## src/rtl/apb_pkg.sv

```systemverilog
// Shared APB definitions: bus widths and the interconnect FSM state encoding.
package apb_pkg;

  localparam int APB_AW = 32;
  localparam int APB_DW = 32;

  typedef logic [1:0] apb_state_t;

  localparam apb_state_t ST_IDLE   = 2'd0;
  localparam apb_state_t ST_SETUP  = 2'd1;
  localparam apb_state_t ST_ACCESS = 2'd2;

endpackage

```

## src/rtl/apb_slave_mux_if.sv

```systemverilog
// APB3 bus bundle between the bridge master port and NSLV peripheral slaves.
interface apb_slave_mux_if
  import apb_pkg::*;
#(
  parameter int NSLV = 4
);

  logic                     PSEL;
  logic                     PENABLE;
  logic [APB_AW-1:0]        PADDR;
  logic                     PREADY;
  logic [APB_DW-1:0]        PRDATA;
  logic                     PSLVERR;
  logic [NSLV-1:0]          PSELx;
  logic [NSLV-1:0]          PREADYx;
  logic [APB_DW*NSLV-1:0]   PRDATAx;
  logic [NSLV-1:0]          PSLVERRx;

  // The interconnect is the slave of the bridge and the master of the peripherals.
  modport slave (
    input  PSEL, PENABLE, PADDR, PREADYx, PRDATAx, PSLVERRx,
    output PREADY, PRDATA, PSLVERR, PSELx
  );

  modport master (
    output PSEL, PENABLE, PADDR, PREADYx, PRDATAx, PSLVERRx,
    input  PREADY, PRDATA, PSLVERR, PSELx
  );

endinterface

```

## src/rtl/apb_range_dec.sv

```systemverilog
// Combinational address decoder: NSLV equal, contiguous windows starting at BASE_ADDR.
module apb_range_dec
  import apb_pkg::*;
#(
  parameter int          NSLV        = 4,
  parameter logic [31:0] BASE_ADDR   = 32'h0000_0200,
  parameter logic [31:0] REGION_SIZE = 32'h0000_1000
) (
  input  logic [APB_AW-1:0] paddr,
  output logic [NSLV-1:0]   hit_vec,
  output logic              hit
);

  logic [63:0] paddr_w;

  assign paddr_w = {32'd0, paddr};

  // Bounds are computed in 64 bits so the top window never wraps past 2^32.
  for (genvar i = 0; i < NSLV; i++) begin : g_win
    localparam logic [63:0] LO = 64'(BASE_ADDR) + 64'(i) * 64'(REGION_SIZE);
    localparam logic [63:0] HI = LO + 64'(REGION_SIZE);
    assign hit_vec[i] = (paddr_w >= LO) && (paddr_w < HI);
  end

  assign hit = |hit_vec;

endmodule

```

## src/rtl/apb_slave_mux.sv

```systemverilog
// APB3 interconnect: address decode, one-hot select, response mux and default error slave.
// Define APB_TIMEOUT_EN to terminate hung ACCESS phases after TIMEOUT_CYCLES.
module apb_slave_mux
  import apb_pkg::*;
#(
  parameter int          NSLV           = 4,
  parameter logic [31:0] BASE_ADDR      = 32'h0000_0200,
  parameter logic [31:0] REGION_SIZE    = 32'h0000_1000,
  parameter int          TIMEOUT_CYCLES = 256
) (
  input  logic           PCLK,
  input  logic           PRESETn,
  apb_slave_mux_if.slave bus,
  output logic           dec_err,
  output logic           tmo_err
);

  localparam int IW = (NSLV > 1) ? $clog2(NSLV) : 1;

  if (NSLV < 1 || NSLV > 16 || TIMEOUT_CYCLES < 1) begin : g_param_check
    $error("apb_slave_mux: parameter out of range");
  end

  apb_state_t      state_q, state_d, phase;
  logic [NSLV-1:0] hit_vec;
  logic            hit;
  logic [IW-1:0]   idx_dec, idx_q, idx_d;
  logic            hit_q, hit_d;
  logic            dec_err_q, dec_err_d;
  logic            tmo_now, timeout_now;
  logic [NSLV-1:0] psel_x;
  logic            pready, pslverr;
  logic [APB_DW-1:0] prdata;

  apb_range_dec #(
    .NSLV        (NSLV),
    .BASE_ADDR   (BASE_ADDR),
    .REGION_SIZE (REGION_SIZE)
  ) u_dec (
    .paddr   (bus.PADDR),
    .hit_vec (hit_vec),
    .hit     (hit)
  );

  always_comb begin
    idx_dec = '0;
    for (int i = 0; i < NSLV; i++) begin
      if (hit_vec[i]) idx_dec = IW'(i);
    end
  end

  // The register only ever remembers an ACCESS in progress; the SETUP phase is
  // recognised in the same cycle the master presents it, giving zero decode latency.
  always_comb begin
    phase = ST_IDLE;
    if (PRESETn && bus.PSEL) begin
      if (state_q == ST_ACCESS)  phase = ST_ACCESS;
      else if (!bus.PENABLE)     phase = ST_SETUP;
    end
  end

  always_comb begin
    psel_x  = '0;
    pready  = 1'b0;
    pslverr = 1'b0;
    prdata  = '0;
    tmo_now = 1'b0;
    case (phase)
      ST_SETUP: psel_x = hit_vec;
      ST_ACCESS: begin
        if (hit_q) begin
          psel_x[idx_q] = 1'b1;
          pready        = bus.PREADYx[idx_q];
          pslverr       = bus.PSLVERRx[idx_q];
          prdata        = bus.PRDATAx[int'(idx_q)*APB_DW +: APB_DW];
          if (!bus.PREADYx[idx_q] && timeout_now) begin
            pready  = 1'b1;
            pslverr = 1'b1;
            tmo_now = 1'b1;
          end
        end else begin
          pready  = 1'b1;
          pslverr = 1'b1;
        end
      end
      default: ;
    endcase
  end

  always_comb begin
    state_d   = ST_IDLE;
    hit_d     = hit_q;
    idx_d     = idx_q;
    dec_err_d = (phase == ST_ACCESS) && !hit_q;
    if (phase == ST_SETUP) begin
      state_d = ST_ACCESS;
      hit_d   = hit;
      idx_d   = idx_dec;
    end else if (phase == ST_ACCESS && !pready) begin
      state_d = ST_ACCESS;
    end
  end

  always_ff @(posedge PCLK or negedge PRESETn) begin
    if (!PRESETn) begin
      state_q   <= ST_IDLE;
      hit_q     <= 1'b0;
      idx_q     <= '0;
      dec_err_q <= 1'b0;
    end else begin
      state_q   <= state_d;
      hit_q     <= hit_d;
      idx_q     <= idx_d;
      dec_err_q <= dec_err_d;
    end
  end

`ifdef APB_TIMEOUT_EN
  localparam int CW = $clog2(TIMEOUT_CYCLES + 1);

  logic [CW-1:0] cnt_q, cnt_d;
  logic          tmo_err_q, tmo_err_d;

  // Counts ACCESS cycles already spent; zero in the first ACCESS cycle.
  always_comb begin
    cnt_d     = (phase == ST_ACCESS) ? cnt_q + CW'(1) : '0;
    tmo_err_d = tmo_now;
  end

  assign timeout_now = (cnt_q == CW'(TIMEOUT_CYCLES - 1));

  always_ff @(posedge PCLK or negedge PRESETn) begin
    if (!PRESETn) begin
      cnt_q     <= '0;
      tmo_err_q <= 1'b0;
    end else begin
      cnt_q     <= cnt_d;
      tmo_err_q <= tmo_err_d;
    end
  end

  assign tmo_err = tmo_err_q;
`else
  assign timeout_now = 1'b0;
  assign tmo_err     = 1'b0;
`endif

  assign bus.PSELx   = psel_x;
  assign bus.PREADY  = pready;
  assign bus.PSLVERR = pslverr;
  assign bus.PRDATA  = prdata;
  assign dec_err     = dec_err_q;

endmodule

```

## src/flat_wrapper.sv

```systemverilog
// flat-port wrapper written by rule: the top's interface ports become plain ports
module apb_slave_mux_flat import apb_pkg::*;
#(
  parameter int          NSLV           = 4,
  parameter logic [31:0] BASE_ADDR      = 32'h0000_0200,
  parameter logic [31:0] REGION_SIZE    = 32'h0000_1000,
  parameter int          TIMEOUT_CYCLES = 256
)
  (PCLK, PRESETn, dec_err, tmo_err, bus_PSEL, bus_PENABLE, bus_PADDR, bus_PREADYx, bus_PRDATAx, bus_PSLVERRx, bus_PREADY, bus_PRDATA, bus_PSLVERR, bus_PSELx);
  apb_slave_mux_if #(.NSLV(NSLV)) bus_i ();
  input  logic PCLK;
  input  logic PRESETn;
  output logic dec_err;
  output logic tmo_err;
  input wire logic [$bits(bus_i.PSEL)-1:0] bus_PSEL;
  input wire logic [$bits(bus_i.PENABLE)-1:0] bus_PENABLE;
  input wire logic [$bits(bus_i.PADDR)-1:0] bus_PADDR;
  input wire logic [$bits(bus_i.PREADYx)-1:0] bus_PREADYx;
  input wire logic [$bits(bus_i.PRDATAx)-1:0] bus_PRDATAx;
  input wire logic [$bits(bus_i.PSLVERRx)-1:0] bus_PSLVERRx;
  output wire logic [$bits(bus_i.PREADY)-1:0] bus_PREADY;
  output wire logic [$bits(bus_i.PRDATA)-1:0] bus_PRDATA;
  output wire logic [$bits(bus_i.PSLVERR)-1:0] bus_PSLVERR;
  output wire logic [$bits(bus_i.PSELx)-1:0] bus_PSELx;
  assign bus_i.PSEL = bus_PSEL;
  assign bus_i.PENABLE = bus_PENABLE;
  assign bus_i.PADDR = bus_PADDR;
  assign bus_i.PREADYx = bus_PREADYx;
  assign bus_i.PRDATAx = bus_PRDATAx;
  assign bus_i.PSLVERRx = bus_PSLVERRx;
  assign bus_PREADY = bus_i.PREADY;
  assign bus_PRDATA = bus_i.PRDATA;
  assign bus_PSLVERR = bus_i.PSLVERR;
  assign bus_PSELx = bus_i.PSELx;
  apb_slave_mux #(.NSLV(NSLV), .BASE_ADDR(BASE_ADDR), .REGION_SIZE(REGION_SIZE), .TIMEOUT_CYCLES(TIMEOUT_CYCLES)) u_core (.PCLK(PCLK), .PRESETn(PRESETn), .bus(bus_i), .dec_err(dec_err), .tmo_err(tmo_err));
endmodule
```

## config.mk

```make
export PLATFORM = sky130hd
export DESIGN_NAME = apb_slave_mux_flat
export DESIGN_NICKNAME = d
export VERILOG_FILES = /design/src/rtl/apb_pkg.sv /design/src/rtl/apb_slave_mux_if.sv /design/src/rtl/apb_range_dec.sv /design/src/rtl/apb_slave_mux.sv /design/src/flat_wrapper.sv
export SDC_FILE = /design/constraint.sdc
export NUM_CORES = 1
export LEC_CHECK = 0
export ABC_AREA = 1
export CORE_AREA = 2 2 82 84
export CTS_CLUSTER_SIZE = 30
export DETAILED_ROUTE_END_ITERATION = 8
export DIE_AREA = 0 0 84 86
export HOLD_SLACK_MARGIN = 0.05
export PLACE_DENSITY = 0.79
export SETUP_SLACK_MARGIN = 0.02
export SLEW_MARGIN = 30
export SYNTH_ARGS = -nofsm -noshare
export SYNTH_HDL_FRONTEND = slang
export SYNTH_SLANG_ARGS = --single-unit
```

## constraint.sdc

```tcl
create_clock -name PCLK -period 2.6 [get_ports PCLK]
set_input_delay 0.52 -clock PCLK [delete_from_list [all_inputs] [get_ports PCLK]]
set_output_delay 0.52 -clock PCLK [all_outputs]
set_load 0.005 [all_outputs]
```

## After elaboration in Yosys (flattened, before gate mapping)

Cells that the tools add are included.

- Register bits: 6
- Bits of input ports: 172
- Output and inout port bits: 40

- Reduce and logical (&&, ||, !) cells: 11
- Muxes and demuxes: 22
- Order comparisons: 10
- Equal/unequal tests: 3
- Shifts and indexed selects: 1

Operators with widths:

| cell | count |
|---|---|
| indexed part select 128 x 8 -> 32 bit | 1 |
| >= comparator 32 x 14 -> 1 bit, second input constant | 2 |
| < comparator 32 x 14 -> 1 bit, second input constant | 2 |
| 2-to-1 mux 32 bit | 2 |
| >= comparator 32 x 10 -> 1 bit, second input constant | 1 |
| >= comparator 32 x 13 -> 1 bit, second input constant | 1 |
| < comparator 32 x 13 -> 1 bit, second input constant | 1 |
| < comparator 32 x 15 -> 1 bit, second input constant | 1 |
| 2-to-1 mux 2 bit | 6 |
| 2-to-1 mux 1 bit | 9 |
| logical AND 1 bit | 8 |
| one-hot mux 4 bit (2 select lines) | 1 |
| binary-select mux 1 bit (select 2 bit) | 2 |
| == test 2 bit, second input constant | 2 |
| 2-to-1 mux 4 bit | 1 |
| OR reduction 4 bit | 1 |
| < comparator 2 x 3 -> 1 bit, second input constant | 1 |
| demux 1 bit (select 2 bit) | 1 |
| == test 2 x 1 -> 1 bit, second input constant | 1 |
| >= comparator 2 x 1 -> 1 bit, second input constant | 1 |
| zero test 1 bit | 2 |

## Logic depth before layout (Yosys ltp)

Gate-level depths: netlist of the first run.

- Depth after elaboration: 9
- Gate-level depth with buffers: 10
- Gate-level depth less buffers: 10

## Cells and area by module

Synthesis of the first run repeated with hierarchy kept, for this count alone.

- Cell total of the unflattened synthesis: 408
- Area total of the unflattened synthesis: 1949.4 um^2

By module, submodules not included:

| module | seq. area each (um^2) | times used | cells each | area each (um^2) |
|---|---|---|---|---|
| apb_slave_mux | 125.1 | 1 | 340 | 1659.1 |
| apb_range_dec | 0.0 | 1 | 68 | 290.3 |

## Worst setup path after synthesis of the first run

No wires, ideal clock.

- Path type: input -> output
- Start point: input port bus_PENABLE
- End point: output port bus_PRDATA[10]
- Path buffers: 1
- Stages on the path: 6
- Data required time: 2.080 ns
- Slack: 0.567 ns
- Data arrival time: 1.513 ns
- Cells stage by stage: nor3_1 inv_1 ha_1 nand2_1 clkbuf_1 a31oi_1

- Word-level cells in the longest chain between the ends: 5

RTL lines:

| item | RTL line | RTL |
|---|---|---|
| from (decl) | flat_wrapper.sv:16 | `input wire logic [$bits(bus_i.PENABLE)-1:0] bus_PENABLE;` |
| 2-to-1 mux 1 bit | apb_slave_mux.sv:58 | `else if (!bus.PENABLE) phase = ST_SETUP;` |
| 2-to-1 mux 2 bit | apb_slave_mux.sv:57 | `if (state_q == ST_ACCESS) phase = ST_ACCESS;` |
| 2-to-1 mux 2 bit | apb_slave_mux.sv:56 | `if (PRESETn && bus.PSEL) begin` |
| == test 2 bit | apb_slave_mux.sv:68 | `case (phase)` |
| 2-to-1 mux 32 bit | apb_slave_mux.sv:68 |  |
| to (decl) | flat_wrapper.sv:22 | `output wire logic [$bits(bus_i.PRDATA)-1:0] bus_PRDATA;` |

Every way passes these cells.

## Worst setup path after layout of the first run

- Start point: input port PRESETn
- End point: output port bus_PRDATA[27]

- Word-level cells in the longest chain between the ends: 4

RTL lines:

| item | RTL line | RTL |
|---|---|---|
| from (decl) | flat_wrapper.sv:12 | `input logic PRESETn;` |
| logical AND 1 bit | apb_slave_mux.sv:56 |  |
| 2-to-1 mux 2 bit | apb_slave_mux.sv:56 |  |
| == test 2 bit | apb_slave_mux.sv:68 |  |
| 2-to-1 mux 32 bit | apb_slave_mux.sv:68 |  |

Every way passes these cells.

==> results of run 1 <==
[cells by family after synthesis]
| family | after synthesis | share of synthesized area [%] |
|---|---|---|
| and+or+nand+nor | 132 | 35.9 |
| other | 1 | 0.261 |
| DFF | 5 | 8.72 |
| buffers and inverters | 38 | 14.8 |
| AOI/OAI and AO/OA | 75 | 38.5 |
| adders and majority gates | 2 | 1.74 |
[sequential cells by signal (all words and copies together), names as in the netlist]
name and cells:
u_core.hit_q 1, u_core.dec_err 1, u_core.state_q 1, u_core.idx_q 2
[worst max-delay path by stage]
stage,end,slack [ns],cells after the start
global route,bus_PSELx[1],0.03,7
floorplan,bus_PRDATA[10],0.57,6
detailed placement,bus_PSELx[2],-0.52,10
CTS,bus_PSELx[0],0.006,11
finish,bus_PRDATA[27],0.13,11
global placement,bus_PSELx[1],-0.49,9
[metrics by stage]
step	setup WS (ns)	util [%]	std cells	setup TNS (ns)	power [mW]
4_1_cts	0.00592	58.1	547	0	0.536
3_5_place_dp	-0.520	57.9	538	-18.05	0.387
3_3_place_gp	-0.491	57.9	538	-15.68	0.382
2_1_floorplan	0.567	-	253	0	0.123
5_1_grt	0.0308	59.0	549	0	0.563
6_report	0.125	59.0	549	0	0.535
[power groups by stage]
stage	logic [mW]	clock network, mW	registers (mW)
CTS	0.310	0.146	0.0797
global placement	0.301	0	0.0804
floorplan	0.0427	0	0.0804
global route	0.332	0.152	0.0797
finish	0.311	0.144	0.0797
detailed placement	0.306	0	0.0805
[final cells by class]
class | count | area, µm² | share of cell area, %
clock buffers | 4 | 45.0 | 1.22
well taps | 77 | 96.3 | 2.60
multi-input cells | 210 | 1190 | 32.0
inverters | 22 | 85.1 | 2.30
repair buffers | 231 | 2170 | 58.5
flip-flops and latches | 5 | 125 | 3.38
[cell usage after synthesis]
master / number
a21oi_1: 6
a22oi_1: 23
a22oi_2: 10
a31oi_1: 33
and2_1: 1
buf_2: 2
buf_4: 4
buf_6: 7
clkbuf_1: 3
conb_1: 1
dfrtp_1: 5
ha_1: 2
inv_1: 18
inv_2: 4
nand2_1: 101
nand3_1: 3
nand4_1: 2
nor2_1: 23
nor2_4: 1
nor3_1: 1
o2111ai_1: 1
o21ai_0: 1
o21ai_1: 1
[what timing repair did]
item	in CTS	in global routing
gates cloned	1	1
buffers inserted	4	1
endpoints found under the hold margin	0	0
hold buffers	0	0
pin swaps	5	6
endpoints found under the setup margin	38	37
gates resized for setup	160	11
[per-layer routing]
layer	part of all wire, %	up-vias	GRT usage [%]
li1	-	1310	-
met1	36	1188	22.9
met2	54	132	42.5
met3	8.0	15	3.95
met4	1.5	0	4.55
met5	0	-	0
==> key figures, run 1 <==
Floorplan
  – Top-Level Pins: 212
  – Starting density of the core: 22.9%
  – Die Area: 0.00722 mm²
  – Die Ht: 86 µm
  – Rows: 29
  – Area of the core: 0.00628 mm²
  – Die Wd: 84 µm

Setup path
  – Crit end category: output pin
  – Crit-path leading delay family: buffers and inverters
  – Crit path cell chain: dlygate4sd2_1 -> nand2_1 -> nor3_2 -> buf_4 -> inv_2 -> ha_4 -> nand2_4 -> buf_12 -> clkbuf_16 -> a31oi_2 -> buf_2
  – Critical Path RT: 2.08 ns
  – Nature of the critical path startpoint: primary input
  – Buf+Inv Stages, Crit Path: 6
  – CP Max Fanout: 6
  – Reg2Reg Setup Slack: 1.06 ns
  – Largest incremental delay on the critical path: 0.28 ns
  – FF-to-FF End: u_core.idx_q[0]$_DFFE_PN0P_
  – Crit-path slowest cell: dlygate4sd2_1
  – Reg2Reg Launch Point: u_core.state_q[1]$_DFF_PN0_
  – FF-to-FF path depth: 8
  – Crit path kind: in -> out
  – Critical Path Start: PRESETn
  – CP arrival: 1.95 ns

Pwr
  – Part of the power in combinational logic: 58.1%
  – Internal Power: 0.430 mW
  – Sequential share of power: 14.9%
  – Net Sw Frac: 19.7%
  – Clk pwr share: 27.0%
  – Lkg Pwr: 1.55 nW
  – Maximum vdd ir drop: 0.000170 V
  – Total net switching power: 0.106 mW
  – Power Dens Cells: 145 mW/mm²

Finish
  – Layout cell share with drive strength beyond 1: 21.4%
  – Most frequent cells in the layout: clkdlybuf4s50_1, nand2_1, buf_2
  – Commonest non-fill, non-tap cell in the layout: clkdlybuf4s50_1
  – Inserted Diodes: 0
  – Fillers: 591
  – Nets: 647
  – Layout area overhead: 158%
  – Cell area after layout: 0.00370 mm²

Global routing
  – First-pass GRT wire length: 12.6 mm
  – Overall routing resource usage: 21.2%
  – Total gr overflow: 0
  – Via count of the first global-routing pass: 2601
  – Largest net degree at the start of global routing: 36
  – Initial antenna violation count: 0

Flow run
  – Max cap viols: 0

Route
  – Via-per-instance ratio: 4.82
  – Router iterations before antenna repair: 6
  – Detailed Route Iter0 Violations: 85
  – # DRC: 0
  – Routed WL per cell: 15.3 µm
  – DRT Wirelength: 8.38 mm
  – Final ANT Viol Nets: 0
  – Via count of the routed design: 2645

Yosys
  – Top cells by area, synth: nand2_1, a31oi_1, a22oi_1
  – Synth top area share: 26.4%
  – Area leader, netlist: nand2_1
  – Mapped Cells: 253
  – Cell Area, Synth: 0.00144 mm²
  – Syn_nets: 427
  – Ys Warns: 0
  – Yosys reg bits: 5
  – Post-synthesis sequential area ratio: 8.72%
  – Count of cell types in the netlist: 23
  – Avg Inst Size Synth: 5.67 µm²

STA
  – Fin crit share: 95.2%
  – RSZ-0062 raised after global routing: false
  – Clock skew: 0.00255 ns
  – Tmin final: 2.47 ns
  – Final Hold Fails: 0
  – Hold_ws: 0.224 ns
  – Setup violators final: 0
  – Final Max Tran Viols: 0
  – Achievable Freq: 404 MHz

Placed design
  – DP Area: 0.00364 mm²
  – Hpwl dp: 6.71 mm
  – Routability cong.: 0.858
  – Port Buffers: 201

Clock network
  – Clock root buffer: clkbuf_8
  – Clock-pin slew on the worst setup and hold paths: 0.03 ns
  – Max clock buf depth: 2
  – Skew-Pair Late Insertion Delay: 0.22 ns
  – TritonCTS buffer count: 3
  – Htree depth: 1
  – TritonCTS clock tree: built
  – CTS sink count: 5

Min path
  – Hold crit path type: in -> async

Outcome
  – Status: finished, final reports clean
Note: power is estimated with default switching activity, not from simulation.
==> inputs of run 2 (changes only) <==
MAX_ROUTING_LAYER = met4   (was not set)
==> key figures, run 2 (synthesis gave the netlist of run 1 again) <==
Finish
  – Cell area after layout: 0.00370 mm² (unchanged)
  – Register Area: 125 µm² (unchanged)
  – Fillers: 591 (unchanged)
  – Commonest non-fill, non-tap cell in the layout: clkdlybuf4s50_1
  – Most frequent cells in the layout: clkdlybuf4s50_1, nand2_1, buf_2
  – Nets: 647 (unchanged)
  – Multi-input logic area: 0.00119 mm² (unchanged)
  – Inserted Diodes: 0 (unchanged)
  – Layout area overhead: 158% (unchanged)
  – Final core utilization: 59.0% (unchanged)
  – Post-Layout Cell Count: 549 (unchanged)
  – Reg with most FFs: u_core.idx_q
  – Largest register FFs: 2 (unchanged)
  – Layout cell share with drive strength beyond 1: 21.4% (unchanged)

Setup path
  – Buf+Inv Stages, Crit Path: 6 (unchanged)
  – CP Max Fanout: 6 (unchanged)
  – Nature of the critical path startpoint: primary input
  – Reg2Reg Setup Slack: 1.06 ns (about the same)
  – Crit path kind: in -> out
  – Largest incremental delay on the critical path: 0.28 ns (about the same)
  – Critical Path RT: 2.08 ns (about the same)
  – Crit end category: output pin
  – FF-to-FF path depth: 8 (unchanged)
  – Crit-path leading delay family: buffers and inverters
  – CP arrival: 1.95 ns (about the same)
  – FF-to-FF End: u_core.idx_q[0]$_DFFE_PN0P_
  – Crit-path slowest cell: dlygate4sd2_1
  – CP dominant cell by count: buf_12
  – Reg2Reg Launch Point: u_core.state_q[1]$_DFF_PN0_
  – Crit path cell chain: dlygate4sd2_1 -> nand2_1 -> nor3_2 -> buf_4 -> inv_2 -> ha_4 -> nand2_4 -> buf_12 -> buf_12 -> a31oi_2 -> buf_2
  – Critical Path Start: PRESETn

Route
  – Via-per-instance ratio: 4.79 (-0.64%)
  – Routed WL per cell: 15.2 µm (-0.25%)
  – DRT Wirelength: 8.36 mm (-0.25%)
  – # DRC: 0 (unchanged)
  – Detailed Route Iter0 Violations: 93 (+9.4%)
  – Via count of the routed design: 2628 (-0.64%)
  – Final ANT Viol Nets: 0 (unchanged)
  – Router iterations before antenna repair: 5 (-1)

Floorplan
  – Starting density of the core: 22.9% (unchanged)
  – Area of the core: 0.00628 mm² (unchanged)
  – Rows: 29 (unchanged)
  – Die Wd: 84 µm (unchanged)
  – Die Ht: 86 µm (unchanged)
  – Top-Level Pins: 212 (unchanged)
  – Die Area: 0.00722 mm² (unchanged)

Outcome
  – Status: finished, final reports clean

Pwr
  – Power Dens Cells: 144 mW/mm² (about the same)
  – Lkg Pwr: 1.55 nW (unchanged)
  – Maximum vdd ir drop: 0.000170 V (about the same)
  – Total Power: 0.535 mW (about the same)

Clock network
  – Max clock buf depth: 2 (unchanged)
  – Clock-pin slew on the worst setup and hold paths: 0.03 ns (about the same)
  – CTS sink count: 5 (unchanged)
  – # hold bufs at CTS: 0 (unchanged)
  – TritonCTS buffer count: 3 (unchanged)
  – Htree depth: 1 (unchanged)
  – Clock root buffer: clkbuf_8
  – Skew-Pair Late Insertion Delay: 0.22 ns (about the same)
  – TritonCTS clock tree: built

Placed design
  – Hpwl dp: 6.71 mm (unchanged)
  – Routability cong.: 0.872 (+1.6%)
  – DP Worst Slack: -0.520 ns (unchanged)
  – DP Cell Count: 538 (unchanged)
  – DP Area: 0.00364 mm² (unchanged)
  – Port Buffers: 201 (unchanged)

Min path
  – Hold crit path type: in -> async

Global routing
  – Initial antenna violation count: 0 (unchanged)
  – First-pass GRT wire length: 12.5 mm (-0.27%)
  – Via count of the first global-routing pass: 2607 (+0.23%)
  – Total gr overflow: 0 (unchanged)
  – Overall routing resource usage: 21.8% (+0.59 points)
  – Largest net degree at the start of global routing: 36 (unchanged)

STA
  – Final Hold Fails: 0 (unchanged)
  – Tmin final: 2.47 ns (-0.00802 ns)
  – Worst setup margin: 0.133 ns (+0.00802 ns)
  – Setup violators final: 0 (unchanged)
  – Clock skew: 0.00184 ns (-0.000715 ns)
  – RSZ-0062 raised after global routing: false
  – Final Max Tran Viols: 0 (unchanged)
  – Fin crit share: 94.9% (-0.31 points)
  – Hold_ws: 0.223 ns (-0.000858 ns)
  – Achievable Freq: 405 MHz (+0.33%)
  – Fin Setup TNS: 0 ns (unchanged)

Flow run
  – Max cap viols: 0 (unchanged)
-- run 2: cell counts in the layout (fill, tap and decap cells not counted) --
No cell type changed its count.
-- run 2: final cells by class --
cell class / instances / area share (%)
repair buffers: 231 / 58.5
inverters: 22 / 2.30
well taps: 77 / 2.60
flip-flops and latches: 5 / 3.38
multi-input cells: 210 / 32.0
clock buffers: 4 / 1.22
-- run 2: worst reg2reg max path: stages (launching register included) --
cell and delay [ns]:
dfrtp_1 0.38, nor3_2 0.21, buf_4 0.16, ha_4 0.13, buf_4 0.12, nand4_1 0.13
buf_4 0.17, buf_4 0.12, nand3_1 0.07
-- run 2: layer usage --
layer  vias to the layer above  global-route usage, %  share of wire, %
met5                         -                      -                 0
met4                         0                   4.40               1.6
met3                        15                   3.95               7.1
met2                       122                   42.8                54
met1                      1181                   22.7                37
li1                       1310                      -                 -
-- run 2: worst max-delay path by stage --
stage,to,slack [ns],cells after the start
floorplan,bus_PRDATA[10],0.57,6
global placement,bus_PSELx[1],-0.49,9
detailed placement,bus_PSELx[2],-0.52,10
CTS,bus_PSELx[0],0.006,11
global route,bus_PSELx[1],0.03,7
finish,bus_PRDATA[25],0.13,11
-- run 2: what timing repair did --
item | in CTS | in global routing
pin swaps | 5 | 6
endpoints found under the setup margin | 38 | 37
gates cloned | 1 | 1
gates resized for setup | 160 | 11
buffers inserted | 4 | 1
-- run 2: power breakdown --
part	switching, mW	internal, mW	leakage (nW)
registers	0.000526	0.0792	0.0693
clock network	0.0390	0.105	0.0228
logic	0.0656	0.245	1.46
total	0.105	0.430	1.55
==> inputs of run 3 (changes only) <==
SLEW_MARGIN = 10   (was 30)
==> results of run 3 <==
Final layout, timing and power as in run 2 (identical DEF).
